File: config.mk
export PLATFORM = sky130hd
export DESIGN_NAME = vwrite_stream_flat
export DESIGN_NICKNAME = d
export VERILOG_FILES = /design/src/rtl/vwrite_stream_pkg.sv /design/src/rtl/vwrite_stream_if.sv /design/src/rtl/vwrite_stream_memory_reader.sv /design/src/rtl/vwrite_stream.sv /design/src/flat_wrapper.sv
export SDC_FILE = /design/constraint.sdc
export NUM_CORES = 1
export LEC_CHECK = 0
export CORE_AREA = 2 2 208 210
export DETAILED_ROUTE_END_ITERATION = 8
export DIE_AREA = 0 0 210 212
export PLACE_DENSITY = 0.51
export SYNTH_ARGS = -nofsm -noshare
export SYNTH_HDL_FRONTEND = slang
export SYNTH_SLANG_ARGS = --single-unit
File: constraint.sdc
create_clock -name clk -period 12.8 [get_ports clk]
set_input_delay 1.92 -clock clk [delete_from_list [all_inputs] [get_ports clk]]
set_output_delay 1.92 -clock clk [all_outputs]
set_load 0.01 [all_outputs]
File: src/rtl/vwrite_stream_pkg.sv
// vwrite_stream_pkg: shared widths, FIFO depth and capture state encoding for vwrite_stream.
package vwrite_stream_pkg;
  localparam int DATA_W     = 32;
  localparam int ADDR_W     = 12;
  localparam int PERIOD_W   = 10;
  localparam int AXI_ADDR_W = 32;
  localparam int AXI_DATA_W = 32;
  localparam int LEN_W      = 8;
  localparam int FIFO_DEPTH = 2;
  localparam int BEAT_W     = LEN_W;
  typedef enum logic [1:0] {IDLE, DELAY, WRITE, DONE} cap_state_e;
endpackage

File: src/rtl/vwrite_stream_if.sv
// vwrite_stream_if: databus and external dual-port buffer signals of vwrite_stream.
interface vwrite_stream_if;
  import vwrite_stream_pkg::*;
  logic                    databus_ready_0, databus_valid_0, databus_last_0;
  logic [AXI_ADDR_W-1:0]   databus_addr_0;
  logic [AXI_DATA_W-1:0]   databus_rdata_0, databus_wdata_0;
  logic [AXI_DATA_W/8-1:0] databus_wstrb_0;
  logic [LEN_W-1:0]        databus_len_0;
  logic [ADDR_W-1:0]       ext_2p_addr_out_0, ext_2p_addr_in_0;
  logic                    ext_2p_write_0, ext_2p_read_0;
  logic [AXI_DATA_W-1:0]   ext_2p_data_out_0, ext_2p_data_in_0;
  modport master (
    input  databus_ready_0, databus_rdata_0, databus_last_0, ext_2p_data_in_0,
    output databus_valid_0, databus_addr_0, databus_wdata_0, databus_wstrb_0, databus_len_0,
           ext_2p_addr_out_0, ext_2p_addr_in_0, ext_2p_write_0, ext_2p_read_0, ext_2p_data_out_0
  );
  modport slave (
    output databus_ready_0, databus_rdata_0, databus_last_0, ext_2p_data_in_0,
    input  databus_valid_0, databus_addr_0, databus_wdata_0, databus_wstrb_0, databus_len_0,
           ext_2p_addr_out_0, ext_2p_addr_in_0, ext_2p_write_0, ext_2p_read_0, ext_2p_data_out_0
  );
endinterface

File: src/rtl/vwrite_stream_memory_reader.sv
// memory_reader: issues buffer reads 0..length-1, absorbs the read latency in a 2-entry FIFO, presents beats.
module memory_reader
  import vwrite_stream_pkg::*;
(
  input  logic                  clk,
  input  logic                  rst,
  input  logic                  start_i,
  input  logic                  done_b_i,
  input  logic                  msb_i,
  input  logic                  ready_i,
  input  logic [LEN_W-1:0]      length_i,
  input  logic [AXI_DATA_W-1:0] rdata_i,
  output logic                  rd_o,
  output logic [ADDR_W-1:0]     raddr_o,
  output logic                  valid_o,
  output logic [AXI_DATA_W-1:0] wdata_o
);
  logic [BEAT_W-1:0]     rcnt_q;
  logic                  inflight_q, wp_q, rp_q, pop;
  logic [1:0]            cnt_q, occ;
  logic [AXI_DATA_W-1:0] mem_q [FIFO_DEPTH];
  assign valid_o = cnt_q != 2'd0 && !done_b_i;
  assign pop     = valid_o && ready_i;
  // occupancy counted after this cycle's pop so a held-high ready sustains one beat per cycle
  assign occ     = cnt_q - 2'(pop) + 2'(inflight_q);
  assign rd_o    = !done_b_i && rcnt_q < length_i && occ < 2'(FIFO_DEPTH);
  assign raddr_o = rd_o ? {msb_i, (ADDR_W-1)'(rcnt_q)} : '0;
  assign wdata_o = mem_q[rp_q];
  always_ff @(posedge clk or posedge rst)
    if (rst) begin
      rcnt_q     <= '0;
      inflight_q <= 1'b0;
      cnt_q      <= '0;
      wp_q       <= 1'b0;
      rp_q       <= 1'b0;
    end else if (start_i) begin
      rcnt_q     <= '0;
      inflight_q <= 1'b0;
      cnt_q      <= '0;
      wp_q       <= 1'b0;
      rp_q       <= 1'b0;
    end else begin
      rcnt_q     <= rcnt_q + BEAT_W'(rd_o);
      inflight_q <= rd_o;
      cnt_q      <= cnt_q + 2'(inflight_q) - 2'(pop);
      wp_q       <= wp_q ^ inflight_q;
      rp_q       <= rp_q ^ pop;
    end
  always_ff @(posedge clk)
    if (inflight_q) mem_q[wp_q] <= rdata_i;
endmodule

File: src/rtl/vwrite_stream.sv
// vwrite_stream: captures in0 into the dual-port buffer and drains it to memory as a burst.
// Define VWRITE_STREAM_PINGPONG_EN to alternate buffer halves between runs.
module vwrite_stream
  import vwrite_stream_pkg::*;
(
  input  logic                  clk,
  input  logic                  rst,
  input  logic                  running,
  input  logic                  run,
  output logic                  done,
  input  logic [DATA_W-1:0]     in0,
  vwrite_stream_if.master       bus,
  input  logic [AXI_ADDR_W-1:0] ext_addr,
  input  logic [LEN_W-1:0]      length,
  input  logic                  pingPong,
  input  logic [ADDR_W-1:0]     startA,
  input  logic [ADDR_W-1:0]     incrA,
  input  logic [ADDR_W-1:0]     shiftA,
  input  logic [PERIOD_W-1:0]   perA,
  input  logic [PERIOD_W-1:0]   iterA,
  input  logic                  disabled,
  input  logic [31:0]           delay0
);
  cap_state_e            state_q, state_d;
  logic [ADDR_W-1:0]     addr_q, addr_d, raddr;
  logic [PERIOD_W-1:0]   pcnt_q, pcnt_d, icnt_q, icnt_d;
  logic [31:0]           dcnt_q, dcnt_d;
  logic [AXI_ADDR_W-1:0] bus_addr_q;
  logic [AXI_DATA_W-1:0] wdata;
  logic                  done_b_q, start, wrap, acc, rd, valid, drain_msb, unused;
  assign start  = run && !disabled;
  assign wrap   = pcnt_q == perA - PERIOD_W'(1);
  assign acc    = valid && bus.databus_ready_0;
  assign done   = (state_q == IDLE || state_q == DONE) && done_b_q;
  assign unused = ^{running, pingPong, bus.databus_rdata_0};
`ifdef VWRITE_STREAM_PINGPONG_EN
  logic pp_q;
  always_ff @(posedge clk or posedge rst)
    if (rst) pp_q <= 1'b0;
    else if (start) pp_q <= pingPong && !pp_q;
  assign drain_msb             = !pp_q;
  assign bus.ext_2p_addr_out_0 = {pp_q, addr_q[ADDR_W-2:0]};
`else
  assign drain_msb             = 1'b0;
  assign bus.ext_2p_addr_out_0 = addr_q;
`endif
  always_comb begin
    state_d = state_q;
    addr_d  = addr_q;
    pcnt_d  = pcnt_q;
    icnt_d  = icnt_q;
    dcnt_d  = dcnt_q;
    if (start) begin
      addr_d  = startA;
      pcnt_d  = '0;
      icnt_d  = '0;
      dcnt_d  = delay0 - 32'd1;
      state_d = (perA == '0 || iterA == '0) ? DONE : (delay0 == 32'd0) ? WRITE : DELAY;
    end else if (state_q == DELAY) begin
      dcnt_d  = dcnt_q - 32'd1;
      state_d = dcnt_q == 32'd0 ? WRITE : DELAY;
    end else if (state_q == WRITE) begin
      pcnt_d  = wrap ? '0 : pcnt_q + PERIOD_W'(1);
      icnt_d  = wrap ? icnt_q + PERIOD_W'(1) : icnt_q;
      addr_d  = addr_q + incrA + (wrap ? shiftA : '0);
      state_d = (wrap && icnt_q == iterA - PERIOD_W'(1)) ? DONE : WRITE;
    end
  end
  always_ff @(posedge clk or posedge rst)
    if (rst) begin
      state_q <= IDLE;
      addr_q  <= '0;
      pcnt_q  <= '0;
      icnt_q  <= '0;
      dcnt_q  <= '0;
    end else begin
      state_q <= state_d;
      addr_q  <= addr_d;
      pcnt_q  <= pcnt_d;
      icnt_q  <= icnt_d;
      dcnt_q  <= dcnt_d;
    end
  // a start on the same edge as the last beat wins
  always_ff @(posedge clk or posedge rst)
    if (rst) begin
      done_b_q   <= 1'b1;
      bus_addr_q <= '0;
    end else if (start) begin
      done_b_q   <= length == '0;
      bus_addr_q <= ext_addr;
    end else if (acc && bus.databus_last_0) done_b_q <= 1'b1;
  memory_reader u_reader (
    .clk      (clk),
    .rst      (rst),
    .start_i  (start),
    .done_b_i (done_b_q),
    .msb_i    (drain_msb),
    .ready_i  (bus.databus_ready_0),
    .length_i (length),
    .rdata_i  (bus.ext_2p_data_in_0),
    .rd_o     (rd),
    .raddr_o  (raddr),
    .valid_o  (valid),
    .wdata_o  (wdata)
  );
  assign bus.databus_valid_0   = valid;
  assign bus.databus_addr_0    = bus_addr_q;
  assign bus.databus_wdata_0   = wdata;
  assign bus.databus_wstrb_0   = {(AXI_DATA_W/8){valid}};
  assign bus.databus_len_0     = length;
  assign bus.ext_2p_write_0    = state_q == WRITE;
  assign bus.ext_2p_data_out_0 = in0;
  assign bus.ext_2p_read_0     = rd;
  assign bus.ext_2p_addr_in_0  = raddr;
endmodule

File: src/flat_wrapper.sv
// flat-port wrapper written by rule: the top's interface ports become plain ports
module vwrite_stream_flat import vwrite_stream_pkg::*;
  (clk, rst, running, run, done, in0, ext_addr, length, pingPong, startA, incrA, shiftA, perA, iterA, disabled, delay0, bus_databus_ready_0, bus_databus_rdata_0, bus_databus_last_0, bus_ext_2p_data_in_0, bus_databus_valid_0, bus_databus_addr_0, bus_databus_wdata_0, bus_databus_wstrb_0, bus_databus_len_0, bus_ext_2p_addr_out_0, bus_ext_2p_addr_in_0, bus_ext_2p_write_0, bus_ext_2p_read_0, bus_ext_2p_data_out_0);
  vwrite_stream_if bus_i ();
  input  logic clk;
  input  logic rst;
  input  logic running;
  input  logic run;
  output logic done;
  input  logic [DATA_W-1:0] in0;
  input  logic [AXI_ADDR_W-1:0] ext_addr;
  input  logic [LEN_W-1:0] length;
  input  logic pingPong;
  input  logic [ADDR_W-1:0] startA;
  input  logic [ADDR_W-1:0] incrA;
  input  logic [ADDR_W-1:0] shiftA;
  input  logic [PERIOD_W-1:0] perA;
  input  logic [PERIOD_W-1:0] iterA;
  input  logic disabled;
  input  logic [31:0] delay0;
  input wire logic [$bits(bus_i.databus_ready_0)-1:0] bus_databus_ready_0;
  input wire logic [$bits(bus_i.databus_rdata_0)-1:0] bus_databus_rdata_0;
  input wire logic [$bits(bus_i.databus_last_0)-1:0] bus_databus_last_0;
  input wire logic [$bits(bus_i.ext_2p_data_in_0)-1:0] bus_ext_2p_data_in_0;
  output wire logic [$bits(bus_i.databus_valid_0)-1:0] bus_databus_valid_0;
  output wire logic [$bits(bus_i.databus_addr_0)-1:0] bus_databus_addr_0;
  output wire logic [$bits(bus_i.databus_wdata_0)-1:0] bus_databus_wdata_0;
  output wire logic [$bits(bus_i.databus_wstrb_0)-1:0] bus_databus_wstrb_0;
  output wire logic [$bits(bus_i.databus_len_0)-1:0] bus_databus_len_0;
  output wire logic [$bits(bus_i.ext_2p_addr_out_0)-1:0] bus_ext_2p_addr_out_0;
  output wire logic [$bits(bus_i.ext_2p_addr_in_0)-1:0] bus_ext_2p_addr_in_0;
  output wire logic [$bits(bus_i.ext_2p_write_0)-1:0] bus_ext_2p_write_0;
  output wire logic [$bits(bus_i.ext_2p_read_0)-1:0] bus_ext_2p_read_0;
  output wire logic [$bits(bus_i.ext_2p_data_out_0)-1:0] bus_ext_2p_data_out_0;
  assign bus_i.databus_ready_0 = bus_databus_ready_0;
  assign bus_i.databus_rdata_0 = bus_databus_rdata_0;
  assign bus_i.databus_last_0 = bus_databus_last_0;
  assign bus_i.ext_2p_data_in_0 = bus_ext_2p_data_in_0;
  assign bus_databus_valid_0 = bus_i.databus_valid_0;
  assign bus_databus_addr_0 = bus_i.databus_addr_0;
  assign bus_databus_wdata_0 = bus_i.databus_wdata_0;
  assign bus_databus_wstrb_0 = bus_i.databus_wstrb_0;
  assign bus_databus_len_0 = bus_i.databus_len_0;
  assign bus_ext_2p_addr_out_0 = bus_i.ext_2p_addr_out_0;
  assign bus_ext_2p_addr_in_0 = bus_i.ext_2p_addr_in_0;
  assign bus_ext_2p_write_0 = bus_i.ext_2p_write_0;
  assign bus_ext_2p_read_0 = bus_i.ext_2p_read_0;
  assign bus_ext_2p_data_out_0 = bus_i.ext_2p_data_out_0;
  vwrite_stream u_core (.clk(clk), .rst(rst), .running(running), .run(run), .done(done), .in0(in0), .bus(bus_i), .ext_addr(ext_addr), .length(length), .pingPong(pingPong), .startA(startA), .incrA(incrA), .shiftA(shiftA), .perA(perA), .iterA(iterA), .disabled(disabled), .delay0(delay0));
endmodule
==> impl_metrics.toml, run 1 <==
[worst_setup_path]
crit_type = "input port to output pin"
path_common_cell = "a21o_1"
crit_chain = "clkdlybuf4s50_1 -> inv_1 -> ha_1 -> a21o_1 -> a21o_1 -> a21o_1 -> a21o_1 -> a21o_1 -> a21o_1 -> a2111oi_2 -> ha_1 -> clkdlybuf4s50_1"
slowest_delay_ps = 880
crit_path_end_kind = "output pin"
cp_slowest_cell = "a2111oi_2"
worst_setup_path_start_kind = "input port"
arrival_ps = 5560
cp.required_ps = 10880
cp_max_fo = 10

[logic_synthesis]
yosys.area_share.xor_xnor = 0.0910
ys.flop_type = "dfrtp_1"
async_reset_ff_frac = 0.636
synth.top_cell.area_share = 0.265
netlist_area_mm2 = 0.0105
synth_top_family_by_area = "simple AND/OR/NAND/NOR gates"
yosys.area_share.simple = 0.203
synth_top_area_cell = "dfrtp_1"
synth_compound_area_frac = 0.0835
synth_cell_types = 68
avgSynthCellArea_um2 = 9.65
ys_warn_count = 0
ys_seq_elements = 176
synthAdderAreaFrac = 0.0599
synth_mux_area_frac = 0.0507
synth_edf_count = 64
synth.most_common_cell = "nand2_1"
syn_inst = 1087
netlist_top_cells_count = "nand2_1 (183), dfrtp_1 (111), nor2_1 (98)"
synth_area_leaders = "dfrtp_1 (26%), edfxtp_1 (18%), nand2_1 (6.5%)"
yosysSeqAreaShare = 0.450

[place]
io_buffers = 265
dp_slack_ps = 5240
gp_congestion = 0.781
place_inst = 1818
detailed_place_hpwl_um = 21100
dpl_cell_area_mm2 = 0.0134

[timing]
fin_skew_ps = 14.4
rsz0062_at_grt = "no"
period_share = 0.585
slew_viol_final = 0
fin_crit_ps = 7480
finalHoldViolations = 0
finalSetupViolations = 0
max_slew_margin = 0.296
worst_pin_slew_ps = 1030
setup_ws_ps = 5320
fmax_ghz = 0.134
setup_tns_ps = 0

[final_layout]
syn2layout_area_growth_pct = 33.3
nNetsFinal = 1566
num_antenna_cells = 0
stdcell_area_mm2 = 0.0140
drive_gt1_frac = 0.0683
finalNonFillerCells = 1850

[grt]
grt_max_degree = 138
grt-ovfl-total = 0
antenna_found_initial = 3
grt_pass1_wl_um = 45800
grt_usage = 0.135
grt_pass1_vias = 8299

[drt]
vias = 8309
wl_per_cell_um = 15.9
viasPerCell = 4.49
dr.pass1.iters = 7
dr.first_iter.drc_count = 316
antenna_left = 0
drc = 0
routed_wl_um = 29500

[clock_tree]
ctsLongestPathBuffers = 2
cts_tree = "yes"
htreeDepth = 4
clk_latency_ps = 490
clkSinkCount = 176
ctsResizeCount = 0
clkTransAtPathRegs_ps = 70
cts_setup_buffers = 0
clockRootBuffer = "clkbuf_16"
cts_hold_buffers = 0
cts_made_buffers = 17

[die]
ios = 368
core_mm2 = 0.0425
fp.dieW_um = 210
rows = 76
dieArea_mm2 = 0.0445
die_h_um = 212
initial_core_util = 0.247

[power]
power_density_mw_per_mm2 = 153
irDropWorstVdd_v = 0.0000845
power_w = 0.00214
p_leak_nw = 5.54

[job]
max_cap_viol_count = 0

[status]
status = "finished clean"

[worst_hold_path]
hp-class = "flip-flop to flip-flop"
[cells by family (layout without fill, tap and decap cells)]
family                   Yosys count  count (layout)
AND/OR/NAND/NOR                  452             452
flip-flops                       176             176
AO/OA/AOI/OAI                    135             135
other                              1               4
multiplexers                      49              49
buffers and inverters            122             336
XOR/XNOR                         109             109
adder cells (fa/ha/maj)           43              43
[state kept, by name (all words and copies together), names as in the netlist]
name,flops
u_core.bus.databus_addr_0,32
u_core.bus.ext_2p_addr_out_0,12
u_core.dcnt_q,32
u_core.done_b_q,1
u_core.icnt_q,10
u_core.pcnt_q,10
u_core.state_q,2
u_core.u_reader.cnt_q,2
u_core.u_reader.inflight_q,1
u_core.u_reader.mem_q,64
u_core.u_reader.rcnt_q,8
u_core.u_reader.rp_q,1
u_core.u_reader.wp_q,1
[critical path, delay by kind of cell]
kind,cells,cell delay [ps]
AOI/OAI and AO/OA,7,1920
buffers and inverters,3,1110
adders and majority gates,2,590
[layout by cell type (no fill, tap or decap), types with 11 or more instances in the layout]
cell / n
dfrtp_1: 111
edfxtp_1: 64
xnor2_1: 47
and2_1: 31
inv_1: 29
nand3_1: 27
o21ai_0: 30
a21oi_1: 47
ha_1: 31
mux2i_1: 16
nor2_1: 98
clkdlybuf4s50_1: 265
nand2_1: 183
nor4_1: 15
fa_1: 12
mux2_2: 33
nor3_1: 26
clkbuf_16: 17
xor2_1: 62
and3_1: 11
[path summary, 6_finish.rpt]
path                                               startpoint                               to  slack, ps  cells past startpoint
worst max register to register               u_core.pcnt_q[6]  u_core.bus.ext_2p_addr_out_0[8]       8330                     17
worst min-delay path            u_core.bus.databus_addr_0[25]    u_core.bus.databus_addr_0[25]        480                      2
max in group asynchronous                                 rst                u_core.dcnt_q[13]       9590                      3
worst max-delay path                                length[1]          bus_ext_2p_addr_in_0[0]       5320                     12
worst min register to register  u_core.bus.databus_addr_0[25]    u_core.bus.databus_addr_0[25]        480                      2
min in group asynchronous                                 rst  u_core.bus.ext_2p_addr_out_0[5]       1950                      2
[layout make-up]
type                            instances  area (um2)
Clock buffer                           18         429
Clock inverter                         14         156
Fill cell                            4362       28500
Inverter                               30         115
Multi-Input combinational cell        792        5150
Sequential cell                       176        4730
Tap cell                              546         683
Timing Repair Buffer                  274        2730
[routing by layer]
layer	global-route usage	wire, um	share of wire	up-vias
li1	-	-	-	4083
met1	0.169	13400	0.46	3949
met2	0.210	13400	0.45	233
met3	0.0496	2040	0.069	38
met4	0.0540	591	0.020	6
met5	0	35	0.0012	-
[metrics by stage]
| stage | hold slack (ps) | util |
|---|---|---|
| after floorplan | 471 | - |
| after global placement | 456 | 0.315 |
| after detailed placement | 462 | 0.315 |
| after CTS | 480 | 0.329 |
| after global routing | 509 | 0.329 |
| final | 476 | 0.329 |
[where the power goes]
part | internal, W | switching (W)
clock | 0.000262 | 0.000273
sequential | 0.000714 | 0.0000737
combinational | 0.000417 | 0.000404
(Power assumes the default switching activity.)
==> run 2, diff against run 1 <==
Clock period 12.8 ns to 7.61 ns, I/O delays scaled along.
==> run 2 against run 1 <==
  * First-iteration DRC count increased by 45%
  * Largest power group unchanged
  * Via count increased by 0.66%
  * Flip-flop and latch count unchanged
  * Clock skew decreased by 3.5 ps
  * Clock power increased by 74%
  * Final cell count increased by 0.11%
  * Largest cell class unchanged
  * Die area unchanged
  * Global-route usage increased by 0.22 points
  * Sequential share of layout area decreased by 0.057 points
  * Hold slack improved by 0.77 ps
==> impl_metrics.toml, run 2 (same netlist as run 1, synthesis figures left out) <==
[power]
switching_power_w = 0.00126
netSwitchingFraction = 0.347
p_comb_frac = 0.379
p_int_w = 0.00238
power_density_mw_per_mm2 = 260
clock_power_share = 0.256
irDropWorstVdd_v = 0.000150
power_w = 0.00364
p_leak_nw = 5.56
p_seq_frac = 0.365

[job]
max_cap_viol_count = 0

[worst_setup_path]
path_common_cell = "a21o_1"
r2r_start = "u_core.pcnt_q[6]"
r2r_slack_ps = 3170
worst_setup_path_start_kind = "input port"
rr_endpoint = "u_core.bus.ext_2p_addr_out_0[8]"
crit_path_end_kind = "output pin"
crit_chain = "clkdlybuf4s50_1 -> inv_1 -> ha_1 -> a21o_1 -> a21o_1 -> a21o_1 -> a21o_1 -> a21o_1 -> a21o_1 -> a2111oi_2 -> ha_1 -> clkdlybuf4s50_1"
cp_slowest_cell = "a2111oi_2"
cp_max_fo = 10
critPathTopFamily = "compound AO/OA/AOI/OAI gates"
arrival_ps = 4820
ff2ff_path_depth = 16
cp.required_ps = 6470
crit_type = "input port to output pin"
slowest_delay_ps = 890
crit_buf_inv = 3

[final_layout]
drive_gt1_frac = 0.0697
largest_reg_flops = 64
layout_common_cells = "clkdlybuf4s50_1 (265), nand2_1 (183), dfrtp_1 (111), nor2_1 (98), edfxtp_1 (64)"
finalNonFillerCells = 1852
regMostFlops = "u_core.u_reader.mem_q"
num_antenna_cells = 0
final_util = 0.330
syn2layout_area_growth_pct = 33.6
final_common_cell = "clkdlybuf4s50_1"
nNetsFinal = 1568

[timing]
period_share = 0.784
fin_skew_ps = 11.0
slew_viol_final = 0
setup_ws_ps = 1650
fin_crit_ps = 5960
max_slew_margin = 0.354
worst_pin_slew_ps = 967
rsz0062_at_grt = "no"
finalSetupViolations = 0
setup_tns_ps = 0
fmax_ghz = 0.168
finalHoldViolations = 0

[die]
die_h_um = 212
ios = 368
fp.dieW_um = 210
rows = 76
initial_core_util = 0.247
dieArea_mm2 = 0.0445
core_mm2 = 0.0425

[grt]
grt_pass1_wl_um = 46400
grt_pass1_vias = 8314
grt_usage = 0.137
antenna_found_initial = 2
grt_max_degree = 88
grt-ovfl-total = 0

[clock_tree]
cts_setup_buffers = 0
clockRootBuffer = "clkbuf_16"
htreeDepth = 4
cts_tree = "yes"
ctsLongestPathBuffers = 2
clkSinkCount = 176
clkTransAtPathRegs_ps = 70
cts_made_buffers = 17
clk_latency_ps = 490
cts_hold_buffers = 0
ctsResizeCount = 0

[drt]
routed_wl_um = 29800
dr.first_iter.drc_count = 457
viasPerCell = 4.52
drc = 0
antenna_left = 0
vias = 8364
wl_per_cell_um = 16.1
dr.pass1.iters = 4

[place]
gp_congestion = 0.816
dp_slack_ps = 1360
place_inst = 1820
io_buffers = 265
detailed_place_hpwl_um = 21600

[worst_hold_path]
worstHoldPathCells = 2
hp-class = "flip-flop to flip-flop"
worstHoldEndpoint = "u_core.bus.databus_addr_0[16]"
min-delay-start = "u_core.bus.databus_addr_0[16]"

[status]
status = "finished clean"
[run 2: cell count changes in the layout (fill, tap and decap cells not counted)]
cell / before / now
buf_12: 1 / 0
buf_4: 8 / 11
bufinv_16: 0 / 1
clkinv_4: 1 / 0
clkinv_8: 3 / 2
inv_6: 4 / 2
inv_8: 5 / 8
[run 2: metrics by stage]
step	cell area [um2]	hold slack (ps)
2_1_floorplan	10500	471
3_3_place_gp	13400	457
3_5_place_dp	13400	461
4_1_cts	14000	480
5_1_grt	14000	508
6_report	14000	476
[run 2: tightest hold or removal path, cell delays in order (launching register included)]
cell and delay (ps):
dfrtp_1 340, nand2_1 50, nand2_1 60
[run 2: layout make-up]
class                           count  area, um2
Sequential cell                   176       4730
Clock buffer                       18        429
Inverter                           30        115
Multi-Input combinational cell    792       5150
Clock inverter                     14        178
Tap cell                          546        683
Fill cell                        4328      28500
Timing Repair Buffer              276       2740
[run 2: metal layers]
metal	global-route usage	wire length [um]
met4	0.0462	445
met1	0.176	13500
met2	0.209	13600
met3	0.0545	2250
met5	0	27
[run 2: power groups by stage]
stage	combinational, W	sequential, W	clock, W
CTS	0.00141	0.00133	0.000983
global route	0.00153	0.00135	0.00101
global placement	0.00139	0.00134	0
floorplan	0.000803	0.00134	0
finish	0.00138	0.00133	0.000931
detailed placement	0.00140	0.00135	0
[run 2: how the worst max path moves through the flow]
stage	startpoint	to	slack [ps]	cells past startpoint
after floorplan	perA[0]	u_core.bus.ext_2p_addr_out_0[8]	2320	18
after global placement	perA[0]	u_core.bus.ext_2p_addr_out_0[8]	1440	20
after detailed placement	perA[0]	u_core.bus.ext_2p_addr_out_0[8]	1360	20
after CTS	length[1]	bus_ext_2p_addr_in_0[0]	1580	12
after global routing	length[1]	bus_ext_2p_addr_in_0[0]	1440	12
final	length[1]	bus_ext_2p_addr_in_0[0]	1650	12
